[src/rtl/instruction_queue_if.sv]
// Fetch-side and issue-side valid/ready handshakes of the instruction queue.
// master = fetcher/decoder environment, slave = the queue itself.
interface instruction_queue_if #(
  parameter int ADDR_WIDTH = 17,
  parameter int INST_WIDTH = 32
);
  logic                             inst_queue_entry_valid;
  logic [ADDR_WIDTH+INST_WIDTH-1:0] inst_queue_entry;
  logic                             inst_queue_ready;
  logic                             issue_ready;
  logic                             issue_valid;
  logic [ADDR_WIDTH+INST_WIDTH-1:0] issue_entry;

  modport master (
    output inst_queue_entry_valid, inst_queue_entry, issue_ready,
    input  inst_queue_ready, issue_valid, issue_entry
  );

  modport slave (
    input  inst_queue_entry_valid, inst_queue_entry, issue_ready,
    output inst_queue_ready, issue_valid, issue_entry
  );
endinterface

[src/rtl/instruction_queue.sv]
// Circular FIFO of {pc, instruction} entries between fetch and decode/issue.
// Optional same-cycle bypass of an empty queue is enabled with INST_QUEUE_BYPASS_EN.
module instruction_queue #(
  parameter int ADDR_WIDTH     = 17,
  parameter int INST_WIDTH     = 32,
  parameter int QUEUE_SIZE_LOG = 3
) (
  input logic                 clk,
  input logic                 rst,
  input logic                 rdy,
  input logic                 flush,
  instruction_queue_if.slave  q
);
  localparam int DEPTH       = 1 << QUEUE_SIZE_LOG;
  localparam int ENTRY_WIDTH = ADDR_WIDTH + INST_WIDTH;

  logic [ENTRY_WIDTH-1:0]    mem [DEPTH];
  logic [QUEUE_SIZE_LOG-1:0] head;
  logic [QUEUE_SIZE_LOG-1:0] tail;
  logic [QUEUE_SIZE_LOG:0]   count;

  logic full;
  logic empty;
  logic bypass;
  logic push_fire;
  logic pop_fire;
  logic do_push;
  logic do_pop;

  // count never exceeds DEPTH, so its MSB alone marks a full queue
  assign full  = count[QUEUE_SIZE_LOG];
  assign empty = (count == '0);

`ifdef INST_QUEUE_BYPASS_EN
  assign bypass = empty && q.inst_queue_entry_valid && rdy && !flush && !rst;
`else
  assign bypass = 1'b0;
`endif

  assign q.inst_queue_ready = rdy && !rst && !full;
  assign q.issue_valid      = rdy && !rst && (!empty || bypass);
  assign q.issue_entry      = bypass ? q.inst_queue_entry : mem[head];

  assign push_fire = q.inst_queue_entry_valid && q.inst_queue_ready;
  assign pop_fire  = q.issue_valid && q.issue_ready;

  // A bypassed entry taken by the decoder never touches storage or pointers
  assign do_push = push_fire && !(bypass && q.issue_ready);
  assign do_pop  = pop_fire && !bypass;

  always_ff @(posedge clk) begin
    if (rst) begin
      head  <= '0;
      tail  <= '0;
      count <= '0;
    end else if (rdy) begin
      if (flush) begin
        head  <= '0;
        tail  <= '0;
        count <= '0;
      end else begin
        if (do_push) tail <= tail + 1'b1;
        if (do_pop)  head <= head + 1'b1;
        case ({do_push, do_pop})
          2'b10:   count <= count + 1'b1;
          2'b01:   count <= count - 1'b1;
          default: count <= count;
        endcase
      end
    end
  end

  always_ff @(posedge clk) begin
    if (!rst && rdy && !flush && do_push) mem[tail] <= q.inst_queue_entry;
  end
endmodule
[src/flat_wrapper.sv]
// flat-port wrapper written by rule: the top's interface ports become plain ports
module instruction_queue_flat 
#(
  parameter int ADDR_WIDTH     = 17,
  parameter int INST_WIDTH     = 32,
  parameter int QUEUE_SIZE_LOG = 3
)
  (clk, rst, rdy, flush, q_inst_queue_entry_valid, q_inst_queue_entry, q_issue_ready, q_inst_queue_ready, q_issue_valid, q_issue_entry);
  instruction_queue_if #(.ADDR_WIDTH(ADDR_WIDTH), .INST_WIDTH(INST_WIDTH)) q_i ();
  input logic clk;
  input logic rst;
  input logic rdy;
  input logic flush;
  input wire logic [$bits(q_i.inst_queue_entry_valid)-1:0] q_inst_queue_entry_valid;
  input wire logic [$bits(q_i.inst_queue_entry)-1:0] q_inst_queue_entry;
  input wire logic [$bits(q_i.issue_ready)-1:0] q_issue_ready;
  output wire logic [$bits(q_i.inst_queue_ready)-1:0] q_inst_queue_ready;
  output wire logic [$bits(q_i.issue_valid)-1:0] q_issue_valid;
  output wire logic [$bits(q_i.issue_entry)-1:0] q_issue_entry;
  assign q_i.inst_queue_entry_valid = q_inst_queue_entry_valid;
  assign q_i.inst_queue_entry = q_inst_queue_entry;
  assign q_i.issue_ready = q_issue_ready;
  assign q_inst_queue_ready = q_i.inst_queue_ready;
  assign q_issue_valid = q_i.issue_valid;
  assign q_issue_entry = q_i.issue_entry;
  instruction_queue #(.ADDR_WIDTH(ADDR_WIDTH), .INST_WIDTH(INST_WIDTH), .QUEUE_SIZE_LOG(QUEUE_SIZE_LOG)) u_core (.clk(clk), .rst(rst), .rdy(rdy), .flush(flush), .q(q_i));
endmodule
[config.mk]
export PLATFORM = sky130hd
export DESIGN_NAME = instruction_queue_flat
export DESIGN_NICKNAME = d
export VERILOG_FILES = /design/src/rtl/instruction_queue_if.sv /design/src/rtl/instruction_queue.sv /design/src/flat_wrapper.sv
export SDC_FILE = /design/constraint.sdc
export NUM_CORES = 1
export LEC_CHECK = 0
export CORE_ASPECT_RATIO = 0.75
export CORE_MARGIN = 1
export CORE_UTILIZATION = 38
export CTS_CLUSTER_DIAMETER = 50
export DETAILED_ROUTE_END_ITERATION = 12
export PLACE_DENSITY = 0.62
export SLEW_MARGIN = 40
export SYNTH_ARGS = -nofsm -noshare
export SYNTH_HDL_FRONTEND = slang
export SYNTH_SLANG_ARGS = --single-unit
export TNS_END_PERCENT = 1
[constraint.sdc]
create_clock -name clk -period 5.7 [get_ports clk]
set_input_delay 0.57 -clock clk [delete_from_list [all_inputs] [get_ports clk]]
set_output_delay 0.57 -clock clk [all_outputs]
set_load 0.01 [all_outputs]
* Yosys cells after proc, flatten, opt, wreduce, memory -nomap -nowiden
Memories as Yosys holds them, arrays and structs flattened. A register that Yosys moved wholly into a read port is not among the register bits. Index checks and enable logic that the tools add are counted.
Storage, ports and cells: memories kept 1, RAM bits 392, input bits 55, output and inout port bits 51, flip-flop bits (word level) 10
Cells by class: $add $sub $neg 4, reductions and logical operators 18, equality and inequality tests 2, multiplexer cells 10
Memories:
- u_core.mem | depth 8, width 49, rd ports 1, clocked after Yosys merged registers in 1, wr ports 1, line instruction_queue.sv:17 | logic [ENTRY_WIDTH-1:0] mem [DEPTH];
Operator list (count):
- $mux 3 | 6
- $pmux 4 s2 | 1
- $logic_and 1x1->1 | 7
- $add 3x1->3 const B | 2
- $reduce_and 2->1 | 3
- $add 4x1->4 const B | 1
- $logic_not 1->1 | 4
- $logic_not 4->1 | 1
- $mux 4 | 1
- $reduce_bool 2->1 | 2
- $sub 4x1->4 const B | 1
- $reduce_bool 3->1 | 1
- $eq 2x1->1 const B | 1
- $eq 2x2->1 const B | 1
- $mux 1 | 2

* Logic depth before layout (Yosys ltp)
word-level depth 8, depth in mapped cells 8

* Worst setup path after synthesis
No wires, ideal clock.
path kind in2reg, start point in rst, end point mem u_core.mem[0][0] in the netlist's numbering, enable pin, cell stages on the path 4, required time 5184 ps, setup time 516 ps, arrival time 4689 ps, setup slack 495 ps, cells stage by stage and4bb_1 > nor2b_1 > nand2b_1 > nor3_1
Between the ends: word-level cells in the longest chain between the ends 7
RTL lines:
- start: declaration | line flat_wrapper.sv:11 | input logic rst;
- $logic_not 1->1 (*) | line instruction_queue.sv:40, instruction_queue.sv:74
- $logic_and 1x1->1 (*) | line instruction_queue.sv:40, instruction_queue.sv:74
- $logic_and 1x1->1 | line instruction_queue.sv:40 | assign q.inst_queue_ready = rdy && !rst && !full;
- $logic_and 1x1->1 | line instruction_queue.sv:44 | assign push_fire = q.inst_queue_entry_valid && q.inst_queue_ready;
- $logic_and 1x1->1 (*) | line instruction_queue.sv:74 | if (!rst && rdy && !flush && do_push) mem[tail] <= q.inst_queue_entry;
- $mux 1 (*) | line instruction_queue.sv:74
- $mux 1 (implied by the code) (*) | line instruction_queue.sv:74
- end: declaration | line instruction_queue.sv:17
Mark *: on every way between the ends. The rest lies on a longest branch, timed or not.

==> results.md <==
CTS:
- The post-CTS setup buffer count is 0.
- After clock tree synthesis, the clock-pin slew on the worst setup and hold paths is ~0.06 ns.
- Counting every sink on the clock net gives 405.
- In this run the deepest clock path goes through 3 buffers.
- The number of clock buffers added by TritonCTS is 39.
- The tree is rooted in a sky130_fd_sc_hd__clkbuf_16.
- The number of levels in the clock H-tree is 2.
- TritonCTS built the clock tree.
- In this run, post-CTS hold repair placed 0 buffers.
- The clock insertion delay at the later pin of the skew report is about 0.52 ns.
- The number of gates resized after cts is 0.

Synthesis:
- The Yosys step of the flow raised 0 warnings.
- Yosys attributes the largest share of cell area to sky130_fd_sc_hd__edfxtp_1, sky130_fd_sc_hd__mux4_2, sky130_fd_sc_hd__mux2_2, sky130_fd_sc_hd__dfxtp_1, sky130_fd_sc_hd__buf_2.
- The largest total area in the synthesized netlist belongs to sky130_fd_sc_hd__edfxtp_1.
- For this run, the leading register cell type out of synthesis is sky130_fd_sc_hd__edfxtp_1.
- The number of distinct standard cells referenced by the synthesized netlist is 33.
- The sequential area share after synthesis is 0.782.
- After synthesis, the share of flip-flops with an asynchronous set or reset is 0.
- Of the post-synthesis cell area, the dominant cell type holds 0.765.
- The number of standard cells after synthesis is ~650.
- The number of enable flip-flop cells after synthesis is a little under 400.
- The flip-flop and latch count after synthesis is a little over 400.
- Counting every net in the synthesized netlist gives approximately 700.
- Averaged over all synthesized cells, the footprint is between 20 and 25 sq um.
- The synthesized netlist occupies a cell area of about 0.015 sq mm.

Timing:
- The worst clock skew is around 0.014 ns.
- The number of hold violations in the final report came to 0.
- The pin slew with the least headroom to its limit is 0.800 ns.
- The worst path in the final design needs a cycle of 3.63 ns, including I/O delays and setup.
- In the final timing run, aggregate negative setup slack is 0 ns.
- Setup violations remaining at the end of the flow were counted as 0.
- Setup repair after global routing left no endpoint under its margin.
- The worst relative slew slack is 0.467.
- In the finished design, the share of the clock period the worst path needs comes to 0.637.
- The max-slew violation count is 0.
- The worst path meets setup with a little over 2 ns of slack.
- The achievable frequency is between 0.2 and 0.3 GHz.

Hold path:
- The worst hold path begins at u_core.head[1].
- The class of the worst hold path is reg2reg.

Power and ir drop:
- The total leakage power is ~0.0056 uW.
- The worst ir drop on vdd is 243 uV.
- The areal power density over the cells is between 300 and 400 mW/mm^2.

Floorplanning:
- The width of the die is ~230 um.
- The initial utilization of the core area, before any placement, comes to 0.387.
- The floorplan row count is 63.
- The die covers ~0.041 sq mm.
- The standard cell core area is between 0.03 and 0.04 sq mm.
- The I/O pin count is 106.
- The die height is ~180 um.

Critical path:
- The worst-path cell with the longest stage delay is sky130_fd_sc_hd__dfxtp_4.
- The kind of end point of the critical path is a primary output.
- The register-to-register path setup slack is 2.79 ns.
- The kind of start point of the critical path is a register.
- The delay of the slowest cell on the worst path is ~0.6 ns.
- The critical register-to-register path startpoint is u_core.count[3].
- The highest net fanout along the worst path is 63.
- The worst setup path is of the reg2out kind.
- The arrival time at the worst endpoint is between 3 and 4 ns.
- Traced cell by cell, the critical path runs through buf_12 > mux4_2 > mux2_2 > clkdlybuf4s50_1.
- For the worst setup path, the data required time is 5.13 ns.

Placed design:
- The worst slack at placement is roughly 1.7 ns.
- The final RePlAce weighted congestion is 0.748.
- In this run, placement finished with an instance count of 1263.
- The half-perimeter wire length after placement is about 17 mm.
- During placement, the flow inserted port buffers numbering between 100 and 150.

Drt:
- The via density per instance is slightly above 5.
- The post-route antenna net violation count is 0.
- Dividing the detail-routed wire length by the instance count gives about 22 um.
- Detailed routing inserted a total of slightly below 7000 vias.
- The first detailed-routing pass took 6 iterations.
- The detailed router finished its first iteration with 420 violations.
- The DRC violation count after routing is 0.
- Summed over all layers, the routed wires come to 29.5 mm.

Final layout:
- After filler insertion, the fill cell instance count of the layout stands at approximately 3300.
- The non-filler instance count after layout is 1336.
- In the final layout, the share of cells above drive strength 1 is 0.276.
- Leaving out fill and tap cells, the most frequent cell in the layout is sky130_fd_sc_hd__edfxtp_1.
- The area growth from synthesis to final layout is 19.5%.
- The final core utilization is 0.463.
- The net count of the finished layout is between 800 and 900.
- In the layout the commonest cells are sky130_fd_sc_hd__edfxtp_1, sky130_fd_sc_hd__clkdlybuf4s50_1, sky130_fd_sc_hd__mux4_2.

Global routing:
- Entering global routing, the biggest net connects between 60 and 70 pins.
- The overall track demand over capacity in global routing is 0.147.
- Summed over all layers, the global routing overflow is 0.
- The first global-routing pass estimated between 40 and 50 mm of wire.
- The number of antenna violations at the first check in global routing is 2.
- The number of global-route vias before repair is about 7300.

Flow run:
- The reported max-cap violation count is 0.

Outcome:
- The flow ran to the end, and the final reports show no timing, DRC or antenna violations.
==> power breakdown <==
group          leakage [uW]  total (uW)  internal (uW)  switching (uW)
logic               0.00138         149           75.3            74.2
clock network      0.000571        2390           1360            1040
registers           0.00363        3270           3270            4.00
total               0.00559        5820           4700            1110
==> worst max-delay path: cells and delay by family (launching register included) <==
kind	cells	cell delay [ns]
buffers and inverters	2	0.99
multiplexers	2	0.89
flip-flops	1	0.60
==> layer usage <==
layer | share of wire | GRT usage | wire [um]
met1 | 0.48 | 0.216 | 14100
met2 | 0.46 | 0.224 | 13600
met4 | 0.012 | 0.0304 | 351
met3 | 0.045 | 0.0326 | 1340
met5 | 0 | 0 | 0
==> per-stage QoR <==
| step | instance area (sq um) | hold slack (ns) | power (uW) |
|---|---|---|---|
| 2_1_floorplan | 15400 | 0.451 | 3390 |
| 3_3_place_gp | 17100 | 0.459 | 3490 |
| 3_5_place_dp | 17200 | 0.471 | 3490 |
| 4_1_cts | 18400 | 0.481 | 5890 |
| 5_1_grt | 18400 | 0.516 | 6010 |
| 6_report | 18400 | 0.476 | 5820 |
==> path summary, 6_finish.rpt <==
check / depth (start not counted) / end
worst max-delay path: 4 / q_issue_entry[20]
worst min-delay path: 2 / register
worst max register to register: 5 / u_core.mem[2][25]
worst min register to register: 2 / register
==> cell families after synthesis <==
logic type / count (synthesis) / share of synthesized area
compound gates: 11 / 0.00455
xor+xnor: 3 / 0.00171
fa+ha+maj: 5 / 0.00455
buf+inv: 30 / 0.00870
flops: 405 / 0.782
mux: 152 / 0.183
simple gates: 45 / 0.0158
==> state kept, by name, summed over array words and instances, names as in the netlist, named ones only <==
signal	cells
u_core.count	4
u_core.mem	392
u_core.head	3
u_core.tail	3
==> layout make-up <==
| cell class | instances | area, sq um | area share |
|---|---|---|---|
| clock inverter | 21 | 128 | 0.00694 |
| timing repair buffer | 122 | 1220 | 0.0664 |
| clock buffer | 49 | 1060 | 0.0575 |
| tap | 520 | 651 | 0.0354 |
| sequential | 405 | 12000 | 0.655 |
| antenna | 2 | 5.00 | 0.000272 |
| inverter | 1 | 3.75 | 0.000204 |
| multi-input combinational | 216 | 3280 | 0.178 |
==> synth_stat cells (all sizes together) (4+ instances only) <==
| library cell | number |
|---|---|
| ha | 4 |
| buf | 15 |
| edfxtp | 392 |
| nand2b | 6 |
| clkbuf | 14 |
| mux2 | 51 |
| nor3 | 4 |
| a21oi | 6 |
| nand2 | 9 |
| dfxtp | 13 |
| nor2 | 12 |
| mux4 | 98 |
Power figures use the tool's default switching activity.
